File: src/rtl/mem_port_arbiter_pkg.sv
`default_nettype none
// ============================================================================
//  Module      : mem_port_arbiter_pkg
//  Description : Shared encodings for the memory port arbiter. The state
//                codes and owner codes are reused by the control unit and
//                by verification code that decodes the owner output.
//  Revision    : 1.0 - initial release
// ============================================================================
package mem_port_arbiter_pkg;

    // Sequencer states of the shared memory port.
    typedef enum logic [1:0] {
        ST_IDLE   = 2'd0,
        ST_ACCESS = 2'd1,
        ST_RESP   = 2'd2
    } arb_state_e;

    // Owner codes, as driven on the owner output.
    localparam logic [1:0] OWN_NONE  = 2'd0;
    localparam logic [1:0] OWN_STACK = 2'd1;
    localparam logic [1:0] OWN_FETCH = 2'd2;
    localparam logic [1:0] OWN_DEBUG = 2'd3;

endpackage
`default_nettype wire

File: src/rtl/mem_port_arbiter.sv
`default_nettype none
// ============================================================================
//  Module      : mem_port_arbiter
//  Description : Shares one synchronous memory port between stack traffic,
//                instruction fetch and a debug/loader port. Each access is
//                held on the port for WAIT_STATES+1 cycles, followed by one
//                response cycle carrying the owner's acknowledge and the
//                returned read data. Debug has top priority; stack beats
//                fetch unless fetch has lost STARVE_LIMIT arbitrations.
//
//  Ports       : clk, rst_n                 clock, async active-low reset
//                s_req/s_we/s_addr/s_wdata  stack request + payload
//                s_ack                      stack completion pulse
//                f_req/f_addr               fetch (read-only) request
//                f_ack                      fetch completion pulse
//                d_req/d_we/d_addr/d_wdata  debug request + payload
//                d_ack                      debug completion pulse
//                rdata                      read data, nonzero only in ack cycle
//                mem_en/mem_we/mem_addr/mem_wdata/mem_rdata  memory port
//                owner                      0 none, 1 stack, 2 fetch, 3 debug
//                busy                       access or response in progress
//  Revision    : 1.0 - initial release
// ============================================================================
module mem_port_arbiter
    import mem_port_arbiter_pkg::*;
#(
    parameter int ADDR_W       = 8,
    parameter int DATA_W       = 32,
    parameter int WAIT_STATES  = 0,
    parameter int STARVE_LIMIT = 4
) (
    input  logic              clk,
    input  logic              rst_n,
    input  logic              s_req,
    input  logic              s_we,
    input  logic [ADDR_W-1:0] s_addr,
    input  logic [DATA_W-1:0] s_wdata,
    output logic              s_ack,
    input  logic              f_req,
    input  logic [ADDR_W-1:0] f_addr,
    output logic              f_ack,
    input  logic              d_req,
    input  logic              d_we,
    input  logic [ADDR_W-1:0] d_addr,
    input  logic [DATA_W-1:0] d_wdata,
    output logic              d_ack,
    output logic [DATA_W-1:0] rdata,
    output logic              mem_en,
    output logic              mem_we,
    output logic [ADDR_W-1:0] mem_addr,
    output logic [DATA_W-1:0] mem_wdata,
    input  logic [DATA_W-1:0] mem_rdata,
    output logic [1:0]        owner,
    output logic              busy
);

    localparam logic [3:0] WAIT_LAST  = 4'(WAIT_STATES);
    localparam logic [3:0] STARVE_MAX = 4'(STARVE_LIMIT);

    // Priority pick: debug first, then fetch/stack ordered by starvation.
    function automatic logic [1:0] pick_owner(
        input logic s_el,
        input logic f_el,
        input logic d_el,
        input logic fetch_first
    );
        logic [1:0] w;
        w = OWN_NONE;
        if (d_el) begin
            w = OWN_DEBUG;
        end else if (f_el && (fetch_first || !s_el)) begin
            w = OWN_FETCH;
        end else if (s_el) begin
            w = OWN_STACK;
        end
        return w;
    endfunction

    arb_state_e        state_q;
    logic [1:0]        owner_q;
    logic [3:0]        wait_q;
    logic [3:0]        starve_q;
    logic              mem_en_q;
    logic              mem_we_q;
    logic [ADDR_W-1:0] mem_addr_q;
    logic [DATA_W-1:0] mem_wdata_q;
    logic              s_ack_q;
    logic              f_ack_q;
    logic              d_ack_q;

    logic              in_resp;
    logic              can_grant;
    logic              s_elig;
    logic              f_elig;
    logic              d_elig;
    logic [1:0]        win;
    logic              grant;
    logic              sel_we;
    logic [ADDR_W-1:0] sel_addr;
    logic [DATA_W-1:0] sel_wdata;

    assign in_resp   = (state_q == ST_RESP);
    assign can_grant = (state_q == ST_IDLE) || in_resp;

    // The requester being acknowledged still holds its req during the
    // response cycle, so it is masked out to avoid re-granting a stale request.
    assign s_elig = s_req && !(in_resp && (owner_q == OWN_STACK));
    assign f_elig = f_req && !(in_resp && (owner_q == OWN_FETCH));
    assign d_elig = d_req && !(in_resp && (owner_q == OWN_DEBUG));

    assign win   = pick_owner(s_elig, f_elig, d_elig, starve_q == STARVE_MAX);
    assign grant = can_grant && (win != OWN_NONE);

    // Payload of the winning requester; fetch is always a read.
    always_comb begin
        sel_we    = 1'b0;
        sel_addr  = '0;
        sel_wdata = '0;
        case (win)
            OWN_STACK: begin
                sel_we    = s_we;
                sel_addr  = s_addr;
                sel_wdata = s_wdata;
            end
            OWN_FETCH: begin
                sel_addr  = f_addr;
            end
            OWN_DEBUG: begin
                sel_we    = d_we;
                sel_addr  = d_addr;
                sel_wdata = d_wdata;
            end
            default: begin
                sel_we    = 1'b0;
            end
        endcase
    end

    always_ff @(posedge clk or negedge rst_n) begin
        if (!rst_n) begin
            state_q     <= ST_IDLE;
            owner_q     <= OWN_NONE;
            wait_q      <= '0;
            starve_q    <= '0;
            mem_en_q    <= 1'b0;
            mem_we_q    <= 1'b0;
            mem_addr_q  <= '0;
            mem_wdata_q <= '0;
            s_ack_q     <= 1'b0;
            f_ack_q     <= 1'b0;
            d_ack_q     <= 1'b0;
        end else begin
            s_ack_q <= 1'b0;
            f_ack_q <= 1'b0;
            d_ack_q <= 1'b0;

            // Fetch starvation tracking: only meaningful while fetch waits.
            if (!f_req) begin
                starve_q <= '0;
            end else if (grant) begin
                if (win == OWN_FETCH) begin
                    starve_q <= '0;
                end else if (starve_q != STARVE_MAX) begin
                    starve_q <= starve_q + 4'd1;
                end
            end

            case (state_q)
                ST_IDLE, ST_RESP: begin
                    if (grant) begin
                        state_q     <= ST_ACCESS;
                        owner_q     <= win;
                        wait_q      <= '0;
                        mem_en_q    <= 1'b1;
                        mem_we_q    <= sel_we;
                        mem_addr_q  <= sel_addr;
                        mem_wdata_q <= sel_wdata;
                    end else begin
                        state_q     <= ST_IDLE;
                        owner_q     <= OWN_NONE;
                    end
                end
                ST_ACCESS: begin
                    if (wait_q == WAIT_LAST) begin
                        state_q  <= ST_RESP;
                        mem_en_q <= 1'b0;
                        mem_we_q <= 1'b0;
                        s_ack_q  <= (owner_q == OWN_STACK);
                        f_ack_q  <= (owner_q == OWN_FETCH);
                        d_ack_q  <= (owner_q == OWN_DEBUG);
                    end else begin
                        wait_q   <= wait_q + 4'd1;
                    end
                end
                default: begin
                    state_q  <= ST_IDLE;
                    owner_q  <= OWN_NONE;
                    mem_en_q <= 1'b0;
                    mem_we_q <= 1'b0;
                end
            endcase
        end
    end

    assign s_ack     = s_ack_q;
    assign f_ack     = f_ack_q;
    assign d_ack     = d_ack_q;
    assign mem_en    = mem_en_q;
    assign mem_we    = mem_we_q;
    assign mem_addr  = mem_addr_q;
    assign mem_wdata = mem_wdata_q;
    assign owner     = owner_q;
    assign busy      = (state_q != ST_IDLE);
    // Memory read data only becomes valid in the response cycle.
    assign rdata     = in_resp ? mem_rdata : '0;

endmodule
`default_nettype wire
File: config.mk
export PLATFORM = sky130hd
export DESIGN_NAME = mem_port_arbiter
export DESIGN_NICKNAME = d
export VERILOG_FILES = /design/src/rtl/mem_port_arbiter_pkg.sv /design/src/rtl/mem_port_arbiter.sv
export SDC_FILE = /design/constraint.sdc
export NUM_CORES = 1
export LEC_CHECK = 0
export CAP_MARGIN = 20
export CORE_ASPECT_RATIO = 1.2
export CORE_MARGIN = 4
export CORE_UTILIZATION = 30
export CTS_CLUSTER_DIAMETER = 100
export DETAILED_ROUTE_END_ITERATION = 16
export HOLD_SLACK_MARGIN = 0.06
export PLACE_DENSITY_LB_ADDON = 0.08
export REMOVE_ABC_BUFFERS = 1
export SYNTH_ARGS = -nofsm -noshare
export SYNTH_HDL_FRONTEND = slang
export SYNTH_SLANG_ARGS = --single-unit
File: constraint.sdc
create_clock -name clk -period 3.7 [get_ports clk]
set_input_delay 0.555 -clock clk [delete_from_list [all_inputs] [get_ports clk]]
set_output_delay 0.555 -clock clk [all_outputs]
set_load 0.02 [all_outputs]
==> impl_metrics.toml, run 1 <==
[run_status]
status = "finished clean"

[drt]
drtPass1Iterations = 4
num_vias = 3427
remaining_drc_errors = 0
ant_nets = 0
drt_wl_total_mm = 11.2
drt_iter0_markers = 130
wl_per_cell_um = 17.1
via_per_inst = 5.22

[global_routing]
grt_max_degree = 43
antenna_found_initial = 0
met2_usage = 0.292
grt_pass1_wl_mm = 17.4
gr-total-overflow = 0
grt_pass1_vias = 3524
grt_use_total = 0.178
use_met1 = 0.219
grt.busiest_layer = "met2"
grt_use_met3 = 0.0613

[synth]
syn_area_per_cell_sq_um = 9.80
ys.flop_type = "dfrtp_1"
synth_compound_area_frac = 0.242
netlist_area_sq_mm = 0.00324
async_reset_ff_frac = 1.00
synth.top_cells.by_area = "dfrtp_1 (44%), o2bb2ai_1 (8.6%), a31oi_1 (8.3%), and2_1 (6.6%), and3_1 (6.6%)"
synth_top_family_by_area = "compound AO/OA/AOI/OAI gates"
synth-simple-area-share = 0.230
syn_inst = 331
ys_ff_latch = 57
muxShareOfSynthArea = 0.00617
yosys.area.top_type = "dfrtp_1"
yosysSeqAreaShare = 0.440
synth_common_cells = "dfrtp_1 (57), a31oi_1 (43), and2_1 (34), and3_1 (34), o2bb2ai_1 (32)"
yosysWarnings = 0
synth.most_common_cell = "dfrtp_1"
yosysUniqueCellTypes = 47
yosys.area_share.xor_xnor = 0.00540
synth_edf_count = 0
synthAdderAreaFrac = 0.0154
yosysTopAreaCellShare = 0.440

[clock_tree]
cts_resized = 0
cts.sinks = 57
cts_setup_buffers = 0
cts_tree = "yes"
cts_hold_buf = 0
clkSlewWorstSetupHoldPaths_ps = 50
cts_buffers = 9
clock_path_buffers = 2
htree_levels = 3
root_buffer = "clkbuf_16"
clk_latency_ps = 320

[critical_path]
critPathKind = "reg2out"
reg2reg_depth = 5
critPathLaunchType = "flop"
crit_required_ps = 3140
crit_path_end_kind = "output port"
path_buf_inv = 2
slowest_delay_ps = 600
worst_path_dominant_cell_family = "buffers and inverters"
cp_data_arrival_time_ps = 2210
critPathMaxFanout = 32
path_cells = "nor2b_1 -> buf_4 -> and2_1 -> clkdlybuf4s50_1"
crit_cells = 4
r2r-start = "state_q[0]"
critPathLaunch = "state_q[0]"
crit_slowest_cell = "clkdlybuf4s50_1"

[final_layout]
diodes = 0
multi_input_area_sq_mm = 0.00162
utilization = 0.537
drive_gt1_frac = 0.0663
synthToLayoutAreaGrowth_pct = 75.0
nets = 655
nFillCells = 998
seq_area_sq_mm = 0.00143

[sta]
setup_viol = 0
clock-skew-final_ps = 3.53
fin_crit_sh = 0.747
hold_ws_ps = 356
hold_viol_final = 0
grt_setup_unrepaired = "no"
finalSetupTns_ps = 0
final-max-slew-violation-count = 0
worst_slack_ps = 936
period_minus_slack_ps = 2760
slew_headroom = 0.408
fmax_ghz = 0.362
tightestPinTransition_ps = 888

[pwr]
vdd_drop_max_uv = 298
intPower_mw = 2.47
comb_power_share = 0.511
power_mw = 4.04
pwr-share-clk = 0.212
p_leak_nw = 2.31
p_sw_frac = 0.387
power_density_mw_per_mm2 = 711
p_sw_mw = 1.56
seqPwrFrac = 0.277

[die]
core_area_sq_mm = 0.0106
fp.dieH_um = 122
start_util = 0.307
die_w_um = 103
dieArea_sq_mm = 0.0125
ios = 207
rows = 41

[placed_design]
gp_congestion = 0.832
hpwl_mm = 8.38
portBuffers = 206
place_ws_ps = 825

[job]
drv_cap = 0

[worst_hold_path]
hold_class = "in2async"
[registers in the layout, summed over array words and instances, names as in the netlist, 2 cells and up]
name,cells
mem_addr,8
owner,2
wait_q,4
state_q,2
starve_q,4
mem_wdata,32
[path summary, 6_finish.rpt]
check,to,slack [ps]
setup reg to reg,mem_wdata[11],1160
setup / recovery,rdata[10],940
max in group asynchronous,mem_addr[4],2550
min in group clk,mem_wdata[12],490
hold reg to reg,mem_wdata[12],490
hold / removal,starve_q[3],360
[area by class of cell]
type	count	area share
clock buffers	13	0.0494
well taps	129	0.0284
multi-input cells	234	0.286
flip-flops and latches	57	0.251
inverters	6	0.00397
repair buffers	216	0.375
clock inverters	2	0.00617
[layer usage]
metal	up-vias	wire length, um
li1	1652	-
met4	0	139
met1	1600	4410
met3	10	1260
met5	-	0
met2	165	5400
[cell families after synthesis]
group	Yosys count
AOI/OAI and AO/OA	102
xor gates and xnor gates	2
adders and majority gates	4
buffers and inverters	40
DFF	57
muxes	2
and+or+nand+nor	124
[stage by stage]
step	instances	instance area (sq um)
floorplan	297	3070
global placement	642	5360
detailed placement	642	5360
CTS	657	5680
global route	657	5680
finish	657	5680
[placed cells by master (no fill, tap or decap), types with 4 or more instances in the layout]
cell / count
a31oi_1: 43
a32oi_1: 9
and2_1: 34
and3_1: 34
buf_4: 10
clkbuf_16: 9
clkbuf_8: 4
clkdlybuf4s50_1: 205
dfrtp_1: 57
ha_1: 4
inv_1: 6
nand2_1: 12
nand3_1: 11
nor2_1: 4
nor3_1: 10
o2bb2ai_1: 32
[power groups by stage]
stage	combinational [mW]	clock, mW	sequential, mW
final	2.06	0.857	1.12
after global routing	2.22	0.899	1.16
after CTS	2.10	0.870	1.12
after detailed placement	2.10	0	1.11
after global placement	2.07	0	1.12
after floorplan	0.707	0	1.38
Power figures use the tool's default switching activity.
==> run 2: changes to the inputs <==
Clock period 3.7 ns to 2.6 ns, I/O delays scaled along.
==> run 2 against run 1 <==
  * Worst setup slack got worse by 720 ps
  * Sequential power increased by 37%
  * Sequential cell count unchanged
  * Clock skew decreased by 0.61 ps
  * Routed wire length increased by 0.84%
  * Via count unchanged
  * Clock-buffer cell count decreased by 1
  * Clock power increased by 35%
==> impl_metrics.toml, run 2 (synthesis gave the netlist of run 1 again) <==
[clock_tree]
cts_tree = "yes"
cts.sinks = 57
clkSlewWorstSetupHoldPaths_ps = 50
root_buffer = "clkbuf_16"
htree_levels = 3
clk_latency_ps = 320
clock_path_buffers = 2
cts_resized = 0
cts_buffers = 9

[critical_path]
critPathMaxFanout = 32
path_buf_inv = 2
reg2reg_to = "mem_wdata[22]"
reg2reg_depth = 6
slowest_delay_ps = 610
cp_data_arrival_time_ps = 1990
regToRegSetupSlack_ps = 540
path_cells = "nor2b_1 -> buf_12 -> and2_1 -> clkdlybuf4s50_1"
worst_path_dominant_cell_family = "buffers and inverters"
r2r-start = "state_q[0]"
crit_path_end_kind = "output port"
crit_required_ps = 2210
crit_slowest_cell = "clkdlybuf4s50_1"
critPathKind = "reg2out"
critPathLaunchType = "flop"

[drt]
ant_nets = 0
num_vias = 3427
drt_wl_total_mm = 11.3
drtPass1Iterations = 4
remaining_drc_errors = 0
drt_iter0_markers = 139
via_per_inst = 5.12
wl_per_cell_um = 16.9

[die]
ios = 207
rows = 41
core_area_sq_mm = 0.0106
start_util = 0.307
die_w_um = 103
fp.dieH_um = 122
dieArea_sq_mm = 0.0125

[sta]
fmax_ghz = 0.420
final-max-slew-violation-count = 0
grt_setup_unrepaired = "no"
hold_ws_ps = 485
clock-skew-final_ps = 2.92
finalSetupTns_ps = 0
slew_headroom = 0.578
period_minus_slack_ps = 2380
tightestPinTransition_ps = 629
setup_viol = 0
hold_viol_final = 0
fin_crit_sh = 0.916

[final_layout]
final_cell_mix = "clkdlybuf4s50_1 (205), dfrtp_1 (57), a31oi_1 (43)"
drive_gt1_frac = 0.0833
nets = 667
nFillCells = 978
diodes = 0
multi_input_area_sq_mm = 0.00162
layout_commonest_cell = "clkdlybuf4s50_1"
largest_reg_flops = 32
seq_area_sq_mm = 0.00143
synthToLayoutAreaGrowth_pct = 78.5
utilization = 0.548

[global_routing]
grt_use_total = 0.179
grt_pass1_wl_mm = 17.4
gr-total-overflow = 0
grt_max_degree = 37
antenna_found_initial = 0
grt_pass1_vias = 3455

[job]
drv_cap = 0

[pwr]
p_leak_nw = 2.37
vdd_drop_max_uv = 494
power_density_mw_per_mm2 = 998

[worst_hold_path]
min_from = "mem_wdata[31]"
worstHoldPathCells = 1
hold_class = "reg2reg"
worstHoldEndpoint = "mem_wdata[31]"

[placed_design]
portBuffers = 206
gp_congestion = 0.775
hpwl_mm = 8.60

[run_status]
status = "finished clean"
## run 2: cell types whose count changed in the layout (fill, tap and decap cells not counted)
cell / delta
buf_12: +3
buf_4: +8
clkbuf_1: +1
clkbuf_8: -2
clkinv_2: +1
dlygate4sd3_1: +1
## run 2: where the power goes
part	internal, mW	switching, mW	total, mW	leakage (nW)
combinational	1.50	1.58	3.09	1.49
clock	0.783	0.376	1.16	0.148
sequential	1.27	0.266	1.53	0.731
total	3.55	2.23	5.78	2.37
## run 2: area by class of cell
class | count | area share
clock buffers | 12 | 0.0443
clock inverters | 3 | 0.00691
inverters | 6 | 0.00389
multi-input cells | 234 | 0.280
flip-flops and latches | 57 | 0.246
well taps | 129 | 0.0279
repair buffers | 228 | 0.391
## run 2: worst max-delay path by stage
stage | start | to | slack (ps) | cells past startpoint
after floorplan | owner[1] | starve_q[2] | -160 | 4
after global placement | s_req | mem_wdata[22] | 400 | 6
after detailed placement | s_req | mem_wdata[5] | 360 | 6
after CTS | state_q[0] | rdata[10] | 180 | 4
after global routing | state_q[0] | rdata[10] | 100 | 4
final | state_q[0] | rdata[10] | 220 | 4
## run 2: layer usage
metal	up-vias	wire (um)	GRT usage
li1	1680	-	-
met1	1569	4420	0.212
met2	166	5400	0.299
met3	12	1330	0.0699
met4	0	151	0.0510
met5	-	0	0
## run 2: per-stage QoR
step / total power [mW] / instances / worst slack (ps) / area (sq um)
global placement: 4.63 / 653 / 398 / 5480
CTS: 5.85 / 669 / 178 / 5790
global route: 6.14 / 669 / 99.7 / 5790
finish: 5.78 / 669 / 219 / 5790
floorplan: 2.98 / 297 / -163 / 3070
detailed placement: 4.66 / 653 / 360 / 5480
## run 2: repair_timing
| item | in CTS | in global routing |
|---|---|---|
| endpoints found under the setup margin | 0 | 0 |
| hold buffers | 1 | 0 |
| setup buffers | 0 | 0 |
| hold endpoints to repair | 17 | 0 |
